==> config.mk <==
export PLATFORM = sky130hd
export DESIGN_NAME = vm_ballot_core
export DESIGN_NICKNAME = d
export VERILOG_FILES = /design/src/rtl/vm_pkg.sv /design/src/rtl/vm_button_qual.sv /design/src/rtl/vm_ballot_core.sv
export SDC_FILE = /design/constraint.sdc
export NUM_CORES = 1
export LEC_CHECK = 0
export ABC_AREA = 1
export BUFFER_PORTS_ARGS = -buffer_cell sky130_fd_sc_hd__buf_2
export CAP_MARGIN = 40
export CORE_MARGIN = 3
export CORE_UTILIZATION = 64
export DETAILED_ROUTE_END_ITERATION = 7
export HOLD_SLACK_MARGIN = 0.03
export PLACE_DENSITY = 0.82
export SLEW_MARGIN = 20
export SYNTH_ARGS = -nofsm -noshare
export SYNTH_HDL_FRONTEND = slang
export SYNTH_SLANG_ARGS = --single-unit
==> constraint.sdc <==
create_clock -name clock -period 6.3 [get_ports clock]
set_input_delay 1.26 -clock clock [delete_from_list [all_inputs] [get_ports clock]]
set_output_delay 1.26 -clock clock [all_outputs]
set_load 0.03 [all_outputs]
==> src/rtl/vm_pkg.sv <==
// ---------------------------------------------------------------------------
// vm_pkg
// Shared definitions for the ballot engine:
//   - vm_state_e  : ballot FSM states (idle, post-vote lockout, result display)
//   - MODE_VOTE / MODE_RESULT : encoding of the 'mode' input
// ---------------------------------------------------------------------------
package vm_pkg;

    typedef enum logic [1:0] {
        ST_IDLE   = 2'd0,
        ST_LOCK   = 2'd1,
        ST_RESULT = 2'd2
    } vm_state_e;

    localparam logic MODE_VOTE   = 1'b0;
    localparam logic MODE_RESULT = 1'b1;

endpackage

==> src/rtl/vm_button_qual.sv <==
// ---------------------------------------------------------------------------
// vm_button_qual
// Per-channel button qualifier. Counts consecutive high samples of a raw pad
// input and emits a single-cycle 'valid' pulse once DEBOUNCE_CYC of them have
// been seen. Another pulse needs the button to go low for at least one cycle.
// Ports:
//   clock  in   rising-edge clock
//   reset  in   asynchronous active-high reset
//   button in   raw button, active-high
//   valid  out  one-cycle qualified-press pulse
// ---------------------------------------------------------------------------
module vm_button_qual
    import vm_pkg::*;
#(
    parameter int DEBOUNCE_CYC = 10
) (
    input  logic clock,
    input  logic reset,
    input  logic button,
    output logic valid
);

    localparam int             QW     = $clog2(DEBOUNCE_CYC + 2);
    localparam logic [QW-1:0]  TARGET = QW'(DEBOUNCE_CYC);
    localparam logic [QW-1:0]  PAST   = QW'(DEBOUNCE_CYC + 1);

    logic [QW-1:0] cnt_q, cnt_d;
    logic          armed_q, armed_d;

    // The counter parks one above the target so the pulse fires only once per
    // press. 'armed' comes out of reset cleared, so a button held through
    // reset has to be released before it can qualify again.
    always_comb begin
        cnt_d   = cnt_q;
        armed_d = armed_q;
        if (!button) begin
            cnt_d   = '0;
            armed_d = 1'b1;
        end else if (armed_q && (cnt_q != PAST)) begin
            cnt_d = cnt_q + QW'(1);
        end
    end

    always_ff @(posedge clock or posedge reset) begin
        if (reset) begin
            cnt_q   <= '0;
            armed_q <= 1'b0;
        end else begin
            cnt_q   <= cnt_d;
            armed_q <= armed_d;
        end
    end

    assign valid = armed_q && (cnt_q == TARGET);

endmodule

==> src/rtl/vm_ballot_core.sv <==
// ---------------------------------------------------------------------------
// vm_ballot_core
// Top-level ballot engine: NUM_CAND debounced buttons, saturating per-candidate
// tallies, leader/tie tracking, post-vote lockout and a result display mode.
// Ports:
//   clock   in   rising-edge clock
//   reset   in   asynchronous active-high reset
//   mode    in   0 = voting, 1 = result display
//   button  in   [NUM_CAND] raw candidate buttons
//   sel     in   [IDX_W] candidate shown in result mode
//   led     out  [LED_W] display bus (ack one-hot in lockout, tally in result)
//   winner  out  [IDX_W] current leader index
//   tie     out  leader's tally shared by another candidate
//   busy    out  lockout in progress
//   rejects out  [CNT_W] saturating count of rejecting cycles
//                (only when VM_REJECT_COUNT_EN is defined)
// ---------------------------------------------------------------------------
module vm_ballot_core
    import vm_pkg::*;
#(
    parameter int NUM_CAND     = 4,
    parameter int CNT_W        = 8,
    parameter int LED_W        = 8,
    parameter int DEBOUNCE_CYC = 10,
    parameter int LOCK_CYC     = 100,
    parameter int IDX_W        = $clog2(NUM_CAND)
) (
    input  logic                clock,
    input  logic                reset,
    input  logic                mode,
    input  logic [NUM_CAND-1:0] button,
    input  logic [IDX_W-1:0]    sel,
    output logic [LED_W-1:0]    led,
    output logic [IDX_W-1:0]    winner,
    output logic                tie,
    output logic                busy
`ifdef VM_REJECT_COUNT_EN
    ,
    output logic [CNT_W-1:0]    rejects
`endif
);

    localparam int                LOCK_CW   = $clog2(LOCK_CYC + 1);
    localparam logic [LOCK_CW-1:0] LOCK_LAST = LOCK_CW'(LOCK_CYC - 1);

    logic [NUM_CAND-1:0] valid;

    genvar g;
    generate
        for (g = 0; g < NUM_CAND; g++) begin : g_qual
            vm_button_qual #(
                .DEBOUNCE_CYC(DEBOUNCE_CYC)
            ) u_qual (
                .clock (clock),
                .reset (reset),
                .button(button[g]),
                .valid (valid[g])
            );
        end
    endgenerate

    vm_state_e            state_q, state_d;
    logic [LOCK_CW-1:0]   lock_cnt_q, lock_cnt_d;
    logic [CNT_W-1:0]     tally_q [NUM_CAND];
    logic [CNT_W-1:0]     tally_d [NUM_CAND];
    logic [IDX_W-1:0]     winner_q, winner_d;
    logic                 tie_q, tie_d;
    logic [LED_W-1:0]     led_q, led_d;

    logic                 accept;
    logic [IDX_W-1:0]     vote_idx;
    logic [CNT_W-1:0]     vote_tally;
    logic [CNT_W-1:0]     new_tally;
    logic [CNT_W-1:0]     lead_tally;
    logic [CNT_W-1:0]     sel_tally;

    // Decode which candidate is voting and look up the tallies we compare
    // against. Lookups loop over the real candidates so an out-of-range
    // 'sel' naturally reads as zero.
    always_comb begin
        vote_idx   = '0;
        vote_tally = '0;
        lead_tally = '0;
        sel_tally  = '0;
        for (int i = 0; i < NUM_CAND; i++) begin
            if (valid[i]) begin
                vote_idx   = IDX_W'(i);
                vote_tally = tally_q[i];
            end
            if (winner_q == IDX_W'(i)) lead_tally = tally_q[i];
            if (sel == IDX_W'(i))      sel_tally  = tally_q[i];
        end
        new_tally = vote_tally + CNT_W'(1);
        accept    = (state_q == ST_IDLE) && (mode == MODE_VOTE) &&
                    ($countones(valid) == 1);
    end

    // Ballot FSM, tallies, leader tracker and registered LED bus. Result mode
    // overrides everything, including an unfinished lockout.
    always_comb begin
        state_d    = state_q;
        lock_cnt_d = '0;
        tally_d    = tally_q;
        winner_d   = winner_q;
        tie_d      = tie_q;
        led_d      = '0;

        unique case (state_q)
            ST_IDLE:   if (accept) state_d = ST_LOCK;
            ST_LOCK:   if (lock_cnt_q == LOCK_LAST) state_d = ST_IDLE;
            ST_RESULT: if (mode == MODE_VOTE) state_d = ST_IDLE;
            default:   state_d = ST_IDLE;
        endcase
        if (mode == MODE_RESULT) state_d = ST_RESULT;

        if ((state_q == ST_LOCK) && (state_d == ST_LOCK)) begin
            lock_cnt_d = lock_cnt_q + LOCK_CW'(1);
        end

        // A vote at saturation still locks out, but changes no tally or leader.
        if (accept && (vote_tally != '1)) begin
            for (int i = 0; i < NUM_CAND; i++) begin
                if (vote_idx == IDX_W'(i)) tally_d[i] = new_tally;
            end
            if (new_tally > lead_tally) begin
                winner_d = vote_idx;
                tie_d    = 1'b0;
            end else if ((new_tally == lead_tally) && (vote_idx != winner_q)) begin
                tie_d = 1'b1;
            end
        end

        if (state_d == ST_LOCK) begin
            if (state_q == ST_LOCK) begin
                led_d = led_q;
            end else begin
                for (int i = 0; i < NUM_CAND; i++) begin
                    if (vote_idx == IDX_W'(i)) led_d[i % LED_W] = 1'b1;
                end
            end
        end else if (state_d == ST_RESULT) begin
            led_d = LED_W'(sel_tally);
        end
    end

    always_ff @(posedge clock or posedge reset) begin
        if (reset) begin
            state_q    <= ST_IDLE;
            lock_cnt_q <= '0;
            for (int i = 0; i < NUM_CAND; i++) tally_q[i] <= '0;
            winner_q   <= '0;
            tie_q      <= 1'b1;
            led_q      <= '0;
        end else begin
            state_q    <= state_d;
            lock_cnt_q <= lock_cnt_d;
            tally_q    <= tally_d;
            winner_q   <= winner_d;
            tie_q      <= tie_d;
            led_q      <= led_d;
        end
    end

    assign led    = led_q;
    assign winner = winner_q;
    assign tie    = tie_q;
    assign busy   = (state_q == ST_LOCK);

`ifdef VM_REJECT_COUNT_EN
    logic [CNT_W-1:0] rejects_q, rejects_d;

    // One count per cycle in which any qualified press is ignored.
    always_comb begin
        rejects_d = rejects_q;
        if ((|valid) && !accept && (rejects_q != '1)) begin
            rejects_d = rejects_q + CNT_W'(1);
        end
    end

    always_ff @(posedge clock or posedge reset) begin
        if (reset) rejects_q <= '0;
        else       rejects_q <= rejects_d;
    end

    assign rejects = rejects_q;
`endif

endmodule

==> results.yml <==
sta:
  min_period_ns: 4.008
  finalSetupTns_ns: 0
  tightest_slew_ns: 0.5685
  post-route-period-util_pct: 63.61
  setup_viol: 0
  fmax_mhz: 249.5
  relSlewSlack_pct: 61.70
  hold_viol_final: 0
  fin_skew_ns: 0.01045
  drv_slew: 0
  rsz0062_at_grt: "no"
pwr:
  leakage_nw: 2.318
  ir_drop_v: 0.0001639
  power.density_nw_per_um2: 179.1
cts:
  clk_path_buf_depth: 2
  postCtsHoldBufs: 0
  cts.reportedPaths.clkPinSlew_ns: 0.08
  cts_tree: "built"
  cts_setup_buffers: 0
  clkSinkCount: 72
  ctsHtreeMaxLevel: 3
  cts_buffers: 9
  cts.repair.resized: 0
  clock_latency_ns: 0.36
  root_buffer: "clkbuf_8"
floorplan:
  fp.dieW_microns: 90.48
  initial_core_util_pct: 66.48
  die_h_microns: 90.48
  core_area_sq_um: 6869
  rows: 30
  ios: 21
  dieArea_sq_um: 8186
critical_path:
  cp.buffers_inverters: 4
  reg2reg_from: "g_qual[3].u_qual.cnt_q[0]$_DFFE_PP0P_"
  cpPeakStageDelay_ns: 0.45
  cp-startpoint: "g_qual[3].u_qual.cnt_q[0]$_DFFE_PP0P_"
  path_delay_family: "simple AND/OR/NAND/NOR gates"
  crit_arrival_ns: 4.32
  worstPathCellList: "inv_1 -> ha_1 -> nand2_2 -> nor2_4 -> nor2_4 -> nand2_1 -> nor2_1 -> nor2_4 -> ha_1 -> nand3_2 -> nor2_4 -> xor2_1 -> inv_1 -> ha_1 -> nand2_1 -> nor2_1 -> nand4_1 -> inv_1 -> nand4_1 -> nand2_1 -> inv_1 -> nand3_1 -> nand2_1 -> nand2_1"
  path_max_fanout: 13
  worst-endpoint-required_ns: 6.61
  worst_path_max_delay_cell: "xor2_1"
  worstSetupEndpointType: "flip-flop"
  start_kind: "flip-flop"
  crit_type: "flip-flop to flip-flop"
  critPathMostFrequentCell: "nand2_1"
final_layout:
  synthToLayoutAreaGrowth_pct: 7.644
  stdcell_count: 720
  nFillCells: 573
  drive_above_1_share_pct: 14.74
  diodes: 0
  nets: 649
logic_synthesis:
  syn_nets: 626
  seq_area_frac_synth_pct: 39.48
  yosys_warnings: 0
  synthXorXnorAreaFrac_pct: 0.5753
  synth-seq-cells: 72
  syn_area_per_cell_sq_um: 7.663
  yosys.cell_types.count: 41
  synth_mux_area_share_pct: 0
  synth_top_family_by_area: "simple AND/OR/NAND/NOR gates"
  synth_flop_cell: "dfrtp_1"
  async_flop_share_pct: 100.0
  synth_edf_count: 0
  netlist_area_sq_um: 4567
  synthSimpleGateAreaFrac_pct: 30.36
  synth_compound_area_share_pct: 14.79
  syn_inst: 596
  synthAdderAreaFrac_pct: 5.918
placement:
  hpwl_microns: 8904
  gp_congestion: 0.9534
  placedCellCount: 704
  io_buffers: 20
worst_hold_path:
  hp-start: "lock_cnt_q[0]$_DFF_PP0_"
  hold_class: "flip-flop to flip-flop"
drt:
  wl_microns: 11890
  via_per_inst: 5.850
  drcViolationCount: 0
  vias: 4212
  dr.pass1.iters: 5
  drtIter0Drc: 481
  post_drt_wl_per_cell_microns: 16.52
  antenna_left: 0
global_route:
  grt_max_degree: 38
  grt_use_total_pct: 30.80
  grt_pass1_vias: 4062
  antenna_found_initial: 0
  grt_overflow_total: 0
  grt_pass1_wl_microns: 20120
run:
  max-cap-violations: 0
outcome:
  status: "finished clean"
==> power breakdown <==
| group | leakage, nW | switching [W] | internal (W) |
|---|---|---|---|
| clock | 0.0824 | 0.000189 | 0.000144 |
| combinational | 1.27 | 0.0000461 | 0.0000214 |
| sequential | 0.965 | 0.00000866 | 0.000471 |
==> routing by layer <==
layer / track usage (%) / vias to the layer above / wire [microns] / share of wire (%)
li1: - / 2004 / - / -
met1: 40.69 / 1992 / 5089 / 43
met2: 48.30 / 176 / 5367 / 45
met5: 0 / - / 0 / 0
met3: 8.250 / 40 / 1048 / 8.8
met4: 12.12 / 0 / 389 / 3.3
==> path summary, 6_finish.rpt <==
check,end,cells after the start,slack (ns)
setup / recovery,tie$_DFFE_PP1P_,24,2.29
hold / removal,lock_cnt_q[0]$_DFF_PP0_,1,0.46
setup reg to reg,tie$_DFFE_PP1P_,24,2.29
hold reg to reg,lock_cnt_q[0]$_DFF_PP0_,1,0.46
max in group asynchronous,tie$_DFFE_PP1P_,4,4.69
min in group asynchronous,g_qual[1].u_qual.cnt_q[3]$_DFFE_PP0P_,3,0.98
==> cell usage in the layout, fill, tap and decap left out, types with 12 or more instances in the layout <==
master     n
nand2_1  136
inv_1     77
dfrtp_1   71
nor2_1    59
o21ai_0   34
nand3_1   30
a21oi_1   25
ha_1      20
buf_2     20
o21ai_1   19
o22ai_1   12
nor3_1    12
==> cells in the mapped netlist, types with 6 or more instances <==
cell type / instances / area (sq um)
nand3_1: 30 / 150.1
o22ai_1: 12 / 75.07
o21ai_1: 19 / 95.09
dfrtp_1: 71 / 1777
inv_2: 7 / 26.28
nand2_2: 9 / 56.30
a211oi_1: 8 / 60.06
a21oi_1: 25 / 125.1
ha_1: 20 / 250.2
or2_2: 7 / 43.79
o21ai_2: 6 / 52.55
o21ai_0: 34 / 170.2
nand2_1: 136 / 510.5
nor3_1: 12 / 60.06
inv_1: 78 / 292.8
nor2_4: 9 / 101.4
nor2_1: 59 / 221.5
==> per-stage QoR <==
| step | hold slack, ns | worst slack [ns] | power (W) | cell area, sq um | utilization, % |
|---|---|---|---|---|---|
| after floorplan | 0.4329 | 3.076 | 0.0005347 | 4567 | - |
| after global placement | 0.4446 | 2.398 | 0.0005518 | 4715 | 68.63 |
| after detailed placement | 0.4524 | 2.341 | 0.0005564 | 4742 | 69.03 |
| after CTS | 0.4654 | 2.316 | 0.0008817 | 4916 | 71.57 |
| after global routing | 0.4849 | 1.918 | 0.0009110 | 4916 | 71.57 |
| final | 0.4579 | 2.292 | 0.0008803 | 4916 | 71.57 |
==> state kept, by name, summed over array words and instances (netlist names) <==
register               count
lock_cnt_q                 7
tally_q                   32
g_qual.u_qual.cnt_q       16
led                        8
g_qual.u_qual.armed_q      4
winner                     2
tie                        1
state_q                    2
==> worst reg2reg max path: stages, from the launching register on <==
cell and delay, ns:
dfrtp_1 0.41, inv_1 0.10, ha_1 0.20, nand2_2 0.08, nor2_4 0.42, nor2_4 0.15
nand2_1 0.10, nor2_1 0.06, nor2_4 0.19, ha_1 0.22, nand3_2 0.12, nor2_4 0.18
xor2_1 0.45, inv_1 0.09, ha_1 0.29, nand2_1 0.05, nor2_1 0.16, nand4_1 0.18
inv_1 0.09, nand4_1 0.12, nand2_1 0.08, inv_1 0.05, nand3_1 0.06, nand2_1 0.05
nand2_1 0.05
==> cell type report <==
class	count	area [sq um]	share of cell area, %
clock buffer	10	127.6	2.596
clock inverter	6	46.29	0.9417
inverter	86	325.3	6.617
multi-input combinational	427	2359	47.98
sequential	72	1803	36.68
tap	96	120.1	2.443
timing repair buffer	23	135.1	2.749
==> cell families (layout without fill, tap and decap cells) <==
group	after synthesis	count (layout)
AO/OA/AOI/OAI	116	116
XOR/XNOR	3	3
adder cells (fa/ha/maj)	21	21
buffers and inverters	97	125
flip-flops	72	72
AND/OR/NAND/NOR	287	287
No activity file was read; power rests on OpenSTA's default activity.
